==> config.mk <==
export PLATFORM = sky130hd
export DESIGN_NAME = px_fill_engine
export DESIGN_NICKNAME = d
export VERILOG_FILES = /design/src/rtl/px_fill_engine.sv
export SDC_FILE = /design/constraint.sdc
export NUM_CORES = 1
export LEC_CHECK = 0
export BUFFER_PORTS_ARGS = -buffer_cell sky130_fd_sc_hd__buf_4
export CAP_MARGIN = 25
export CORE_ASPECT_RATIO = 1.5
export CORE_MARGIN = 8
export CORE_UTILIZATION = 50
export DETAILED_ROUTE_END_ITERATION = 10
export PLACE_DENSITY = 0.8
export SYNTH_ARGS = -nofsm -noshare
export SYNTH_HDL_FRONTEND = slang
export SYNTH_SLANG_ARGS = --single-unit
==> constraint.sdc <==
create_clock -name clk -period 3.4 [get_ports clk]
set_clock_uncertainty 0.15 [all_clocks]
set_input_delay 0.51 -clock clk [delete_from_list [all_inputs] [get_ports clk]]
set_output_delay 0.51 -clock clk [all_outputs]
set_load 0.005 [all_outputs]
==> src/rtl/px_fill_engine.sv <==
// Rectangle fill engine: clips a fill command to the pixel plane and writes one
// RGB332 color into VRAM, one pixel per granted cycle, optionally frame-synced.
module px_fill_engine #(
    parameter int PLANE_W = 320,
    parameter int PLANE_H = 240,
    parameter int ADDR_W  = 17
) (
    input  logic              clk,
    input  logic              reset_n,
    input  logic              start,
    input  logic [8:0]        cmd_x,
    input  logic [7:0]        cmd_y,
    input  logic [8:0]        cmd_w,
    input  logic [7:0]        cmd_h,
    input  logic [7:0]        cmd_color,
    input  logic              cmd_sync,
    input  logic              frameDrawn,
    output logic              busy,
    output logic              done,
    output logic [ADDR_W-1:0] vram_addr,
    output logic [7:0]        vram_d,
    output logic              vram_we,
    input  logic              vram_grant
);

    typedef enum logic [2:0] {IDLE, WAITFRAME, SETUP, WRITE, DONE} state_t;

    localparam logic [ADDR_W-1:0] STRIDE = ADDR_W'(PLANE_W);

    state_t            state;
    state_t            state_n;
    logic [8:0]        x_q;
    logic [7:0]        y_q;
    logic [8:0]        w_q;
    logic [7:0]        h_q;
    logic [7:0]        color_q;
    logic              fd_q;
    logic [8:0]        ew;
    logic [7:0]        eh;
    logic [8:0]        col;
    logic [7:0]        row;
    logic [ADDR_W-1:0] row_base;
    logic              setup_empty;
    logic              col_last;
    logic              row_last;

    function automatic logic [8:0] clip_w(input logic [8:0] x, input logic [8:0] w);
        logic [9:0] room;
        room = 10'(PLANE_W) - {1'b0, x};
        return ({1'b0, w} < room) ? w : room[8:0];
    endfunction

    function automatic logic [7:0] clip_h(input logic [7:0] y, input logic [7:0] h);
        logic [8:0] room;
        room = 9'(PLANE_H) - {1'b0, y};
        return ({1'b0, h} < room) ? h : room[7:0];
    endfunction

    assign setup_empty = ({1'b0, x_q} >= 10'(PLANE_W)) || ({1'b0, y_q} >= 9'(PLANE_H)) ||
                         (w_q == 9'd0) || (h_q == 8'd0);
    assign col_last    = (col == ew - 9'd1);
    assign row_last    = (row == eh - 8'd1);

    always_ff @(posedge clk) begin
        if (!reset_n) state <= IDLE;
        else          state <= state_n;
    end

    always_comb begin
        state_n = state;
        unique case (state)
            IDLE:      if (start) state_n = cmd_sync ? WAITFRAME : SETUP;
            WAITFRAME: if (frameDrawn && !fd_q) state_n = SETUP;
            SETUP:     state_n = setup_empty ? DONE : WRITE;
            WRITE:     if (vram_grant && col_last && row_last) state_n = DONE;
            DONE:      state_n = IDLE;
            default:   state_n = IDLE;
        endcase
    end

    always_comb begin
        busy      = (state != IDLE);
        done      = (state == DONE);
        vram_we   = 1'b0;
        vram_addr = '0;
        vram_d    = '0;
        if (state == WRITE) begin
            vram_we   = 1'b1;
            vram_addr = row_base + ADDR_W'(x_q) + ADDR_W'(col);
            vram_d    = color_q;
        end
    end

    // Command capture: only an idle engine accepts a new command.
    always_ff @(posedge clk) begin
        if (state == IDLE && start) begin
            x_q     <= cmd_x;
            y_q     <= cmd_y;
            w_q     <= cmd_w;
            h_q     <= cmd_h;
            color_q <= cmd_color;
        end
    end

    always_ff @(posedge clk) begin
        if (!reset_n) begin
            fd_q     <= 1'b0;
            col      <= '0;
            row      <= '0;
            row_base <= '0;
        end else begin
            fd_q <= frameDrawn;
            case (state)
                SETUP: begin
                    ew       <= clip_w(x_q, w_q);
                    eh       <= clip_h(y_q, h_q);
                    row_base <= ADDR_W'({y_q, 8'd0}) + ADDR_W'({y_q, 6'd0});
                    col      <= '0;
                    row      <= '0;
                end
                WRITE: begin
                    // Nothing advances without a grant, so address and data stay put.
                    if (vram_grant) begin
                        if (!col_last) begin
                            col <= col + 9'd1;
                        end else begin
                            col      <= '0;
                            row      <= row + 8'd1;
                            row_base <= row_base + STRIDE;
                        end
                    end
                end
                default: ;
            endcase
        end
    end

endmodule

; ---- Word-level counts from Yosys, hierarchy flattened
; Index checks and enable logic that the tools add are counted.
[totals]
register_bits = 97
in_bits = 48
elab_cells = 74
[classes]
add_sub_neg = 10
magnitude_cmp = 4
n_eq_ne = 11
mux = 20
n_reduce_logical = 17
[ops]
columns = cell, n
row1 = two-way mux 17 bit, 3
row2 = adder 17 x 9 -> 17 bit, 2
row3 = one-hot mux 17 bit (2 select lines), 1
row4 = two-way mux 8 bit, 4
row5 = two-way mux 9 bit, 3
row6 = one-hot mux 9 bit (2 select lines), 1
row7 = adder 16 x 14 -> 17 bit, 1
row8 = adder 17 x 9 -> 17 bit (second input constant), 1
row9 = one-hot mux 8 bit (2 select lines), 1
row10 = two-way mux 3 bit, 4
row11 = one-hot mux 3 bit (4 select lines), 1
row12 = less-than comparator 9 x 10 -> 1 bit, 1
row13 = != test 2 bit (second input constant), 5
row14 = subtractor 9 x 9 -> 10 bit (first input constant), 1
row15 = adder 9 x 1 -> 9 bit (second input constant), 1
row16 = equality test 9 bit, 1
row17 = greater-or-equal comparator 9 bit (second input constant), 1
row18 = logical NOT 9 bit, 1
row19 = less-than comparator 8 x 9 -> 1 bit, 1
row20 = subtractor 8 x 8 -> 9 bit (first input constant), 1
row21 = subtractor 9 x 1 -> 9 bit (second input constant), 1
row22 = adder 8 x 1 -> 8 bit (second input constant), 1
row23 = equality test 8 bit, 1
row24 = greater-or-equal comparator 8 bit (second input constant), 1
row25 = 15 further kinds, 23

; ---- Logic depth before layout (Yosys ltp)
; Gate-level depths: netlist of the first run.
[depth]
depth_word = 6
mapped_depth = 12
ltp_nobuf = 12

; ---- Worst setup path after synthesis of the first run
; Ideal clock, no wire load.
[synth_path]
path_type = flip-flop to flip-flop
from = register y_q[0]
to = register eh[0] (data pin)
t_arrival_ns = 2.853
t_required_ns = 2.990
path_slack_ns = 0.138
stages_incl_launch_ff = 12
path_buffers = 0
period_less_slack_ns = 3.262
path_cell_list = edfxtp_1 -> inv_1 -> ha_1 -> and3_1 -> nor2_1 -> xnor2_1 -> inv_1 -> ha_1 -> o211ai_1 -> o31a_1 -> a31oi_1 -> mux2_2
[synth_via]
elab_chain_cells = 3
[synth_lines]
columns = item, line_no
row1 = from (decl), 33  ; logic [7:0] y_q;
row2 = from (signal assigned), 98  ; y_q <= cmd_y;
row3 = subtractor 8 x 8 -> 9 bit *, 55  ; room = 9'(PLANE_H) - {1'b0, y};
row4 = less-than comparator 8 x 9 -> 1 bit, 56  ; return ({1'b0, h} < room) ? h : room[7:0];
row5 = two-way mux 8 bit *, 56
row6 = to (signal assigned), 116  ; eh <= clip_h(y_q, h_q);
row7 = to (decl), 39  ; logic [7:0] eh;
; Every way passes the cells marked *; elsewhere a longest branch is shown, timed or not.
; A chain may end at the register's enable or synchronous reset.

; ---- Worst setup path after layout of the first run
[layout_path]
from = register x_q[6]
to = output port vram_addr[16]
[layout_via]
elab_chain_cells = 3
[layout_lines]
columns = item, line_no
row1 = from (decl), 32  ; logic [8:0] x_q;
row2 = from (signal assigned), 97  ; x_q <= cmd_x;
row3 = adder 17 x 9 -> 17 bit (2 in a row), 89  ; vram_addr = row_base + ADDR_W'(x_q) + ADDR_W'(col);
row4 = two-way mux 17 bit, 87  ; if (state == WRITE) begin
row5 = to (decl), 20  ; output logic [ADDR_W-1:0] vram_addr,
; No other way between the ends.

==> results of run 1 <==
==> kinds of logic after synthesis <==
family	synth area share (%)
AND/OR/NAND/NOR	16.68
AO/OA/AOI/OAI	16.19
flip-flops	41.34
buffers and inverters	3.774
XOR/XNOR	7.204
adder cells (fa/ha/maj)	10.93
multiplexers	3.881
==> area by class of cell <==
| type | count | area share (%) |
|---|---|---|
| clock buffers | 9 | 3.063 |
| clock inverters | 7 | 1.106 |
| inverters | 39 | 1.991 |
| multi-input cells | 449 | 46.83 |
| flip-flops and latches | 91 | 32.81 |
| well taps | 150 | 2.552 |
| repair buffers | 112 | 11.66 |
==> through the flow <==
step / total power, mW / utilization (%) / worst slack, ns / hold slack (ns)
2_1_floorplan: 2.967 / - / 0.1377 / 0.3227
3_3_place_gp: 3.491 / 58.58 / 0.04684 / 0.3356
3_5_place_dp: 3.596 / 58.58 / -0.01968 / 0.3480
4_1_cts: 4.706 / 63.00 / -0.05660 / 0.1837
5_1_grt: 5.081 / 64.10 / -0.1320 / 0.1794
6_report: 4.792 / 64.10 / -0.07118 / 0.1860
==> how the worst min path moves through the flow <==
stage / endpoint / from / slack, ns / cells past startpoint
floorplan: row[1] / row[1] / 0.32 / 2
global placement: row[1] / row[1] / 0.34 / 2
detailed placement: row[1] / row[1] / 0.35 / 2
CTS: h_q[1] / cmd_h[1] / 0.18 / 1
global route: h_q[3] / cmd_h[3] / 0.18 / 1
finish: h_q[1] / cmd_h[1] / 0.19 / 1
==> sequential cells by signal, summed over array words and instances, names as in the netlist <==
| name | cells |
|---|---|
| row | 8 |
| w_q | 9 |
| y_q | 8 |
| fd_q | 1 |
| ew | 9 |
| color_q | 8 |
| col | 9 |
| x_q | 9 |
| row_base | 11 |
| h_q | 8 |
| state | 3 |
| eh | 8 |
==> cell usage in the layout, fill, tap and decap left out, drive strengths merged, types with 4 or more instances in the layout <==
| master | netlist | final |
|---|---|---|
| o31ai | 5 | 5 |
| xor2 | 23 | 23 |
| o21ai | 28 | 28 |
| nand2 | 43 | 43 |
| o211ai | 11 | 11 |
| nor4 | 7 | 7 |
| nand3 | 15 | 15 |
| buf | 3 | 112 |
| nand2b | 10 | 10 |
| nor3 | 17 | 17 |
| nor2 | 43 | 43 |
| dfxtp | 32 | 32 |
| mux2 | 5 | 5 |
| xnor2 | 25 | 25 |
| a21oi | 35 | 35 |
| or3 | 7 | 7 |
| fa | 5 | 5 |
| a211oi | 7 | 7 |
| edfxtp | 59 | 59 |
| nor2b | 6 | 6 |
| nand4 | 7 | 7 |
| and3 | 17 | 17 |
| or2 | 4 | 4 |
| a21o | 7 | 7 |
| inv | 38 | 42 |
| o311ai | 6 | 6 |
| mux2i | 17 | 17 |
| a22o | 4 | 4 |
| ha | 43 | 43 |
| clkbuf | 16 | 9 |
| or4 | 6 | 6 |
==> worst max-delay path: stages (launching register included) <==
cell	delay, ns
edfxtp_1	0.43
fa_1	0.54
ha_4	0.30
o21a_1	0.16
o21ai_2	0.08
nand2_1	0.07
o21ai_2	0.06
a31o_4	0.27
buf_4	0.15
o41ai_4	0.24
buf_4	0.17
==> power by group through the flow <==
stage / logic (mW) / registers [mW] / clock network, mW
final: 2.00 / 1.75 / 1.04
after global routing: 2.21 / 1.79 / 1.08
after CTS: 1.93 / 1.74 / 1.04
after detailed placement: 1.84 / 1.76 / 0
after global placement: 1.75 / 1.74 / 0
after floorplan: 1.29 / 1.67 / 0
==> what timing repair did <==
action | 4_1_cts | 5_1_grt
endpoints found under the setup margin | 9 | 25
resized for setup | 29 | 11
pin swaps | 18 | 11
setup buffers | 5 | 7
==> routing by layer <==
layer	part of all wire (%)	up-vias
met1	41	2421
met5	0	-
met4	3.5	0
li1	-	2424
met2	50	204
met3	5.7	42
==> results.ini, run 1 <==
[route]
drt_iter0_drc = 252
avgViaCountPerCell = 5.940
routedWlPerCell_um = 17.82
drt_wl_total_mm = 15.27
ant_nets = 0
num_vias = 5091
drt_pass1_iterations = 7
drc_errors = 0

[timing]
timing.fmax_ghz = 0.2881
setup_slack_ns = -0.07118
slew_violations = 0
rsz0062_at_grt = yes
min_period_over_period_pct = 102.1
setup_viol = 4
finalHoldViolations = 0
period_minus_slack_ns = 3.471
finalSetupTns_ns = -0.1822
tightest_slew_ns = 0.6095
slew_headroom_pct = 59.27

[setup_path]
reg2reg_setup_slack_ns = 0.14
ff2ff_path_depth = 9
crit_path_start_kind = flop
worstPathMaxFanout = 7
cp-end-kind = output port
crit_type = reg -> out
crit_start = x_q[6]
reg2reg_to = row_base[12]
crit_required_ns = 2.74
critPathArrivalTime_ns = 2.81
endpoint = vram_addr[16]
r2r-start = ew[0]

[floorplan]
die-area_mm2 = 0.01546
core_mm2 = 0.01147
die-height_um = 148.3
die_w_um = 104.2
start_util_pct = 50.87
io_pins = 76
rows = 48

[cts]
htree_levels = 3
clkSinkCount = 91
cts-root-buf = clkbuf_16
cts_tree = built
ctsLongestPathBuffers = 2
cts_inserted_buffers = 9
hold_buffers = 0
clock_latency_ns = 0.34
path_clk_slew_ns = 0.07

[grt]
grt_pass1_wl_mm = 24.81
grt_pass1_vias = 5285
overflow = 0
track_usage_pct = 19.36
busiest_layer = met2
gr-usage-met2_pct = 33.84
grt_max_degree = 25
antenna_found_initial = 0
use_met1_pct = 21.49
met3_usage_pct = 3.984

[power_and_ir_drop]
seqPwrFrac_pct = 36.6
p_leak_nw = 3.100
pwr-share-comb_pct = 41.8
p_int_mw = 2.989
switchingPower_mw = 1.803
p_sw_share_pct = 37.63
pwr_density_cell_mw_per_mm2 = 651.6
p_clk_share_pct = 21.6
max-vdd-ir-drop_mv = 0.4436

[outcome]
violations = setup timing
status = finished with violations

[placed_design]
gp_congestion = 0.8899
placement.cell_area_mm2 = 0.006720
portBuffers = 75
dpl.cell_count = 829
dp_hpwl_mm = 11.39

[logic_synthesis]
synth_enable_flop_cells = 59
ys_top_cells_by_area = edfxtp_1 (30%), dfxtp_1 (11%), ha_1 (9.2%)
ys_seq_area_share_pct = 41.34
syn_inst = 598
synth.most_common_cell = edfxtp_1
synth_warnings = 0
synth_common_cells = edfxtp_1 (59), ha_1 (43), nand2_1 (43), nor2_1 (43), inv_1 (38)
synthArstFlopShare_pct = 0
syn-num-nets = 694
yosys.area.top_type = edfxtp_1
postSynthAreaPerCell_um2 = 9.759
yosysTopAreaCellShare_pct = 30.36
ys_ff_latch = 91
yosys_most_used_dff = edfxtp_1
syn_area_mm2 = 0.005836
synth_cell_types = 59

[cells_and_area]
multiInputGateArea_mm2 = 0.003443
drive_gt1_share_pct = 23.76
fin_area_mm2 = 0.007353
seq_area_mm2 = 0.002412
finalNonFillerCells = 857
antenna_cells = 0
fillers = 877
nets = 798
synthToLayoutAreaGrowth_pct = 26.01

[flow_run]
drv_cap = 0

[worst_hold_path]
hold_class = in -> reg

Power figures use the tool's default switching activity.
==> run 2, diff against run 1 <==
--- a/config.mk
+++ b/config.mk
@@ -7,11 +7,13 @@
 export LEC_CHECK = 0
 export BUFFER_PORTS_ARGS = -buffer_cell sky130_fd_sc_hd__buf_4
 export CAP_MARGIN = 25
+export CELL_PAD_IN_SITES_DETAIL_PLACEMENT = 1
+export CELL_PAD_IN_SITES_GLOBAL_PLACEMENT = 2
 export CORE_ASPECT_RATIO = 1.5
 export CORE_MARGIN = 8
-export CORE_UTILIZATION = 50
+export CORE_UTILIZATION = 33
 export DETAILED_ROUTE_END_ITERATION = 10
-export PLACE_DENSITY = 0.8
+export PLACE_DENSITY = 0.83
 export SYNTH_ARGS = -nofsm -noshare
 export SYNTH_HDL_FRONTEND = slang
 export SYNTH_SLANG_ARGS = --single-unit
==> run 2 against run 1 <==
  * The run still ends with setup timing left
  * Final area up 1.3%
  * Non-clock buffer count up 4
  * First-iteration DRC count down 25%
  * Critical path depth down 1
  * Sequential power about the same
  * Hold slack worse by 0.0015 ns
  * Total power up 0.82%
  * Routed wire length up 16%
  * Worst setup slack worse by 0.017 ns
  * Clock power about the same
  * Clock-buffer cell count up 2
==> results.ini, run 2 (same netlist as run 1, synthesis figures left out) <==
[outcome]
status = finished with violations  ; unchanged
violations = setup timing  ; unchanged

[floorplan]
core_mm2 = 0.01735  ; was 0.01147 mm²
die-height_um = 178.9  ; was 148.3 µm
start_util_pct = 33.64  ; was 50.87%
die_w_um = 124.6  ; was 104.2 µm
die-area_mm2 = 0.02228  ; was 0.01546 mm²
rows = 59  ; was 48
io_pins = 76  ; unchanged

[grt]
track_usage_pct = 15.80  ; was 19.36%
antenna_found_initial = 0  ; unchanged
grt_pass1_wl_mm = 28.46  ; was 24.81 mm
grt_pass1_vias = 5592  ; was 5285
overflow = 0  ; unchanged
busiest_layer = met2  ; unchanged
met3_usage_pct = 2.930  ; was 3.984%
grt_max_degree = 25  ; unchanged
use_met1_pct = 15.90  ; was 21.49%
gr-usage-met2_pct = 31.02  ; was 33.84%

[route]
drc_errors = 0  ; unchanged
num_vias = 4986  ; was 5091
drt_pass1_iterations = 4  ; was 7
routedWlPerCell_um = 19.18  ; was 17.82 µm
ant_nets = 0  ; unchanged
drt_iter0_drc = 189  ; was 252
drt_wl_total_mm = 17.70  ; was 15.27 mm
avgViaCountPerCell = 5.402  ; was 5.940

[power_and_ir_drop]
p_leak_nw = 3.072  ; was 3.100 nW
pwr-share-comb_pct = 41.6  ; was 41.8%
pwr_density_cell_mw_per_mm2 = 648.7  ; was 651.6 mW/mm²
p_clk_share_pct = 21.9  ; was 21.6%
switchingPower_mw = 1.797  ; was 1.803 mW
seqPwrFrac_pct = 36.5  ; was 36.6%
p_int_mw = 3.034  ; was 2.989 mW
max-vdd-ir-drop_mv = 0.3785  ; was 0.4436 mV
p_sw_share_pct = 37.19  ; was 37.63%

[cts]
path_clk_slew_ns = 0.07  ; about the same
cts_inserted_buffers = 9  ; unchanged
clock_latency_ns = 0.35  ; was 0.34 ns
hold_buffers = 0  ; unchanged
htree_levels = 3  ; unchanged
clkSinkCount = 91  ; unchanged
cts_tree = built  ; unchanged
ctsLongestPathBuffers = 2  ; unchanged
cts-root-buf = clkbuf_16  ; unchanged

[setup_path]
crit_required_ns = 2.74  ; about the same
worstPathMaxFanout = 7  ; unchanged
critPathArrivalTime_ns = 2.83  ; was 2.81 ns
crit_path_start_kind = flop  ; unchanged
cp-end-kind = output port  ; unchanged
crit_type = reg -> out  ; unchanged

[timing]
fin_hold_ws_ns = 0.1844  ; was 0.1860 ns
finalHoldViolations = 0  ; unchanged
rsz0062_at_grt = yes  ; unchanged
slew_headroom_pct = 48.23  ; was 59.27%
timing.fmax_ghz = 0.2867  ; was 0.2881 GHz
tightest_slew_ns = 0.7668  ; was 0.6095 ns
setup_slack_ns = -0.08786  ; was -0.07118 ns
slew_violations = 0  ; unchanged
period_minus_slack_ns = 3.488  ; was 3.471 ns
setup_viol = 6  ; was 4
min_period_over_period_pct = 102.6  ; was 102.1%

[cells_and_area]
final_cell_mix = buf_4 (113), edfxtp_1 (59), nand2_1 (43)  ; was buf_4 (110), edfxtp_1 (59), nand2_1 (43)
regMostFlops = row_base  ; unchanged
final_common_cell = buf_4  ; unchanged
fin_area_mm2 = 0.007447  ; was 0.007353 mm²
fin_util_pct = 42.93  ; was 64.10%
nets = 802  ; was 798
finalNonFillerCells = 923  ; was 857
drive_gt1_share_pct = 24.79  ; was 23.76%
synthToLayoutAreaGrowth_pct = 27.62  ; was 26.01%
largest_reg_flops = 11  ; unchanged
antenna_cells = 0  ; unchanged

[placed_design]
dpl.cell_count = 897  ; was 829
gp_congestion = 0.8310  ; was 0.8899
placement.cell_area_mm2 = 0.006837  ; was 0.006720 mm²
dp_hpwl_mm = 13.90  ; was 11.39 mm
portBuffers = 75  ; unchanged

[flow_run]
drv_cap = 0  ; unchanged

[worst_hold_path]
hold_class = in -> reg  ; unchanged

==> run 2: per-stage QoR <==
| step | setup WS, ns | total power, mW | TNS, ns |
|---|---|---|---|
| global route | -0.1986 | 5.155 | -1.126 |
| global placement | 0.1236 | 3.573 | 0 |
| floorplan | 0.1377 | 2.967 | 0 |
| CTS | -0.03627 | 4.828 | -0.08717 |
| finish | -0.08786 | 4.831 | -0.3274 |
| detailed placement | 0.08763 | 3.678 | 0 |
==> run 2: path summary, 6_finish.rpt <==
| kind | from | endpoint | slack [ns] | depth (start not counted) |
|---|---|---|---|---|
| setup / recovery | x_q[7] | vram_addr[16] | -0.09 | 9 |
| hold / removal | cmd_h[6] | h_q[6] | 0.18 | 1 |
| setup reg to reg | ew[0] | row_base[15] | 0.21 | 10 |
| hold reg to reg | row[1] | row[1] | 0.38 | 2 |
==> run 2: repair_timing <==
item,4_1_cts,5_1_grt
pin swaps,14,16
resized for setup,28,15
setup endpoints to repair,10,19
buffers inserted,4,7
==> run 2: layout make-up <==
type	count	area (µm²)
clock inverter	4	76.32
clock buffer	11	232.7
inverter	39	146.4
multi-input combinational	449	3422
timing repair buffer	116	890.9
sequential	91	2412
tap	213	266.5
fill	1921	9901
==> run 2: power by group through the flow <==
stage                     combinational [mW]  clock (mW)  sequential (mW)
after global routing                    2.24        1.11             1.80
after CTS                               1.98        1.08             1.76
after floorplan                         1.29           0             1.67
after detailed placement                1.90           0             1.78
after global placement                  1.81           0             1.76
final                                   2.01        1.06             1.77
==> run 2: metal layers <==
metal | wire length, µm | share of wire, % | up-vias
met2 | 9743 | 55 | 90
met1 | 6933 | 39 | 2458
met3 | 563 | 3.2 | 22
met4 | 459 | 2.6 | 0
met5 | 0 | 0 | -
li1 | - | - | 2416
==> run 2: critical path: stages (launching register included) <==
cell and delay [ns]:
edfxtp_1 0.44, fa_1 0.55, ha_4 0.30, o21a_1 0.16
o21ai_2 0.08, nand2_1 0.08, o21ai_2 0.06, a31o_4 0.27
o41ai_2 0.38, buf_4 0.17
==> run 3, diff against run 2 <==
--- a/config.mk
+++ b/config.mk
@@ -14,6 +14,7 @@
 export CORE_UTILIZATION = 33
 export DETAILED_ROUTE_END_ITERATION = 10
 export PLACE_DENSITY = 0.83
+export SETUP_SLACK_MARGIN = 0.4
 export SYNTH_ARGS = -nofsm -noshare
 export SYNTH_HDL_FRONTEND = slang
 export SYNTH_SLANG_ARGS = --single-unit
==> run 3 against run 2 <==
  * The flow now finishes without violations
  * Die area unchanged
  * Critical path type unchanged
  * Hold slack improved by 0.00071 ns
  * Largest cell class unchanged
  * Final cell count increased by 0.98%
  * Fmax increased by 3.2%
==> results.ini, run 3 (same netlist as run 1, synthesis figures left out) <==
[outcome]
status = finished, final reports clean  ; was finished with violations

[cts]
cts_inserted_buffers = 9  ; unchanged
path_clk_slew_ns = 0.07  ; about the same
htree_levels = 3  ; unchanged
clock_latency_ns = 0.35  ; about the same
cts_tree = built  ; unchanged
clkSinkCount = 91  ; unchanged
cts-root-buf = clkbuf_16  ; unchanged
hold_buffers = 0  ; unchanged
ctsLongestPathBuffers = 2  ; unchanged

[grt]
track_usage_pct = 15.66  ; was 15.80%
overflow = 0  ; unchanged
grt_max_degree = 25  ; unchanged
grt_pass1_vias = 5549  ; was 5592
grt_pass1_wl_mm = 27.99  ; was 28.46 mm
antenna_found_initial = 0  ; unchanged

[floorplan]
rows = 59  ; unchanged
die-area_mm2 = 0.02228  ; unchanged
die_w_um = 124.6  ; unchanged
start_util_pct = 33.64  ; unchanged
core_mm2 = 0.01735  ; unchanged
die-height_um = 178.9  ; unchanged
io_pins = 76  ; unchanged

[timing]
timing.fmax_ghz = 0.2959  ; was 0.2867 GHz
rsz0062_at_grt = yes  ; unchanged
tightest_slew_ns = 0.8915  ; was 0.7668 ns
fin_hold_ws_ns = 0.1851  ; was 0.1844 ns
finalHoldViolations = 0  ; unchanged
period_minus_slack_ns = 3.379  ; was 3.488 ns
setup_viol = 0  ; was 6
finalSetupTns_ns = 0  ; was -0.3274 ns
min_period_over_period_pct = 99.39  ; was 102.6%
slew_violations = 0  ; unchanged
slew_headroom_pct = 39.81  ; was 48.23%

[placed_design]
dp_hpwl_mm = 13.72  ; was 13.90 mm
gp_congestion = 0.8591  ; was 0.8310
portBuffers = 75  ; unchanged

[power_and_ir_drop]
pwr_density_cell_mw_per_mm2 = 652.6  ; was 648.7 mW/mm²
pwr-share-comb_pct = 43.7  ; was 41.6%
max-vdd-ir-drop_mv = 0.2785  ; was 0.3785 mV
power_mw = 5.032  ; was 4.831 mW
seqPwrFrac_pct = 35.1  ; was 36.5%
p_int_mw = 3.158  ; was 3.034 mW
switchingPower_mw = 1.874  ; was 1.797 mW
p_clk_share_pct = 21.2  ; was 21.9%
p_leak_nw = 3.149  ; was 3.072 nW
p_sw_share_pct = 37.24  ; was 37.19%

[worst_hold_path]
hold_start = cmd_w[8]  ; was cmd_h[6]
min_to = w_q[8]  ; was h_q[6]
hold_depth = 1  ; unchanged
hold_class = in -> reg  ; unchanged

[cells_and_area]
multiInputGateArea_mm2 = 0.003601  ; was 0.003422 mm²
regMostFlops = row_base  ; unchanged
drive_gt1_share_pct = 29.21  ; was 24.79%
nets = 810  ; was 802
largest_reg_flops = 11  ; unchanged
final_common_cell = buf_4  ; unchanged
fillers = 1934  ; was 1921
synthToLayoutAreaGrowth_pct = 32.14  ; was 27.62%
final_cell_mix = buf_4 (118), edfxtp_1 (59), nand2_1 (43)  ; was buf_4 (113), edfxtp_1 (59), nand2_1 (43)
seq_area_mm2 = 0.002415  ; was 0.002412 mm²
fin_util_pct = 44.45  ; was 42.93%
antenna_cells = 0  ; unchanged

[setup_path]
worstPathMaxFanout = 7  ; unchanged
crit_path_start_kind = flop  ; unchanged
cp-end-kind = output port  ; unchanged
max_stage_delay_ns = 0.54  ; was 0.55 ns
cp_cell_sequence = fa_1 > ha_4 > o21a_1 > o21ai_2 > nand2_1 > o21ai_2 > a31o_4 > o311ai_4 > o41ai_2 > buf_4  ; was fa_1 > ha_4 > o21a_1 > o21ai_2 > nand2_1 > o21ai_2 > a31o_4 > o41ai_2 > buf_4
reg2reg_setup_slack_ns = 0.26  ; was 0.21 ns
cp_top_family = compound AO/OA/AOI/OAI gates  ; unchanged
worst-path-buf-inv = 1  ; unchanged
slowest_stage = fa_1  ; unchanged
crit_type = reg -> out  ; unchanged
cpMostUsedCell = o21ai_2  ; unchanged
ff2ff_path_depth = 13  ; was 10
reg2reg_to = ew[0]  ; was row_base[15]
critPathArrivalTime_ns = 2.72  ; was 2.83 ns
r2r-start = x_q[1]  ; was ew[0]
crit_required_ns = 2.74  ; about the same

[route]
num_vias = 5029  ; was 4986
drt_pass1_iterations = 4  ; unchanged
ant_nets = 0  ; unchanged
wl_met1_mm = 6.324  ; was 6.933 mm
top_layer_used = met4  ; unchanged
routedWlPerCell_um = 18.88  ; was 19.18 µm
drc_errors = 0  ; unchanged
drt_wl_total_mm = 17.60  ; was 17.70 mm
avgViaCountPerCell = 5.396  ; was 5.402
met2_wirelength_mm = 9.929  ; was 9.743 mm
dr_wl_met3_um = 517  ; was 563 µm
drt_iter0_drc = 185  ; was 189

[flow_run]
drv_cap = 0  ; unchanged

[run 3: power groups by stage]
stage	clock network (mW)	logic, mW	registers (mW)
after floorplan	0	1.32	1.67
after global placement	0	1.85	1.76
after detailed placement	0	1.94	1.77
after CTS	1.09	2.13	1.76
after global routing	1.13	2.44	1.81
final	1.07	2.20	1.76
[run 3: metal layers]
metal	GRT usage [%]	up-vias
met2	31.27	103
li1	-	2436
met3	2.516	46
met1	14.80	2444
met5	0	-
met4	8.816	0
[run 3: worst max-delay path by stage]
stage	startpoint	end	cells after the start
after floorplan	x_q[1]	vram_addr[13]	9
after global placement	x_q[1]	vram_addr[13]	10
after detailed placement	x_q[1]	vram_addr[13]	10
after CTS	x_q[7]	vram_addr[16]	10
after global routing	x_q[7]	vram_addr[14]	10
final	x_q[7]	vram_addr[16]	10
[run 3: cell type report]
type | count | area share (%)
inverters | 39 | 1.931
multi-input cells | 449 | 46.70
clock buffers | 9 | 2.921
repair buffers | 124 | 12.48
well taps | 213 | 3.456
clock inverters | 7 | 1.201
flip-flops and latches | 91 | 31.32
[run 3: timing repair]
action | CTS | global route
buffers inserted | 15 | 8
pin swaps | 25 | 18
gates resized for setup | 58 | 24
endpoints found under the setup margin | 52 | 54
endpoints found under the hold margin | 0 | 0
[run 3: per-stage QoR]
| step | area [µm²] | setup slack, ns | instances |
|---|---|---|---|
| 2_1_floorplan | 5867 | 0.4159 | 598 |
| 3_3_place_gp | 6835 | 0.1360 | 893 |
| 3_5_place_dp | 6835 | 0.06014 | 893 |
| 4_1_cts | 7552 | 0.06258 | 924 |
| 5_1_grt | 7711 | -0.07707 | 932 |
| 6_report | 7711 | 0.02075 | 932 |
[run 3: worst register-to-register path, stage by stage, from the launching register on]
cell and delay, ns:
edfxtp_1 0.44, buf_4 0.16, buf_6 0.11, inv_4 0.07, ha_4 0.15, nand3b_1 0.12
a21oi_2 0.21, xnor2_2 0.09, ha_2 0.19, or4_4 0.53, a21oi_2 0.14, a211oi_2 0.07
buf_4 0.17, mux2_2 0.28
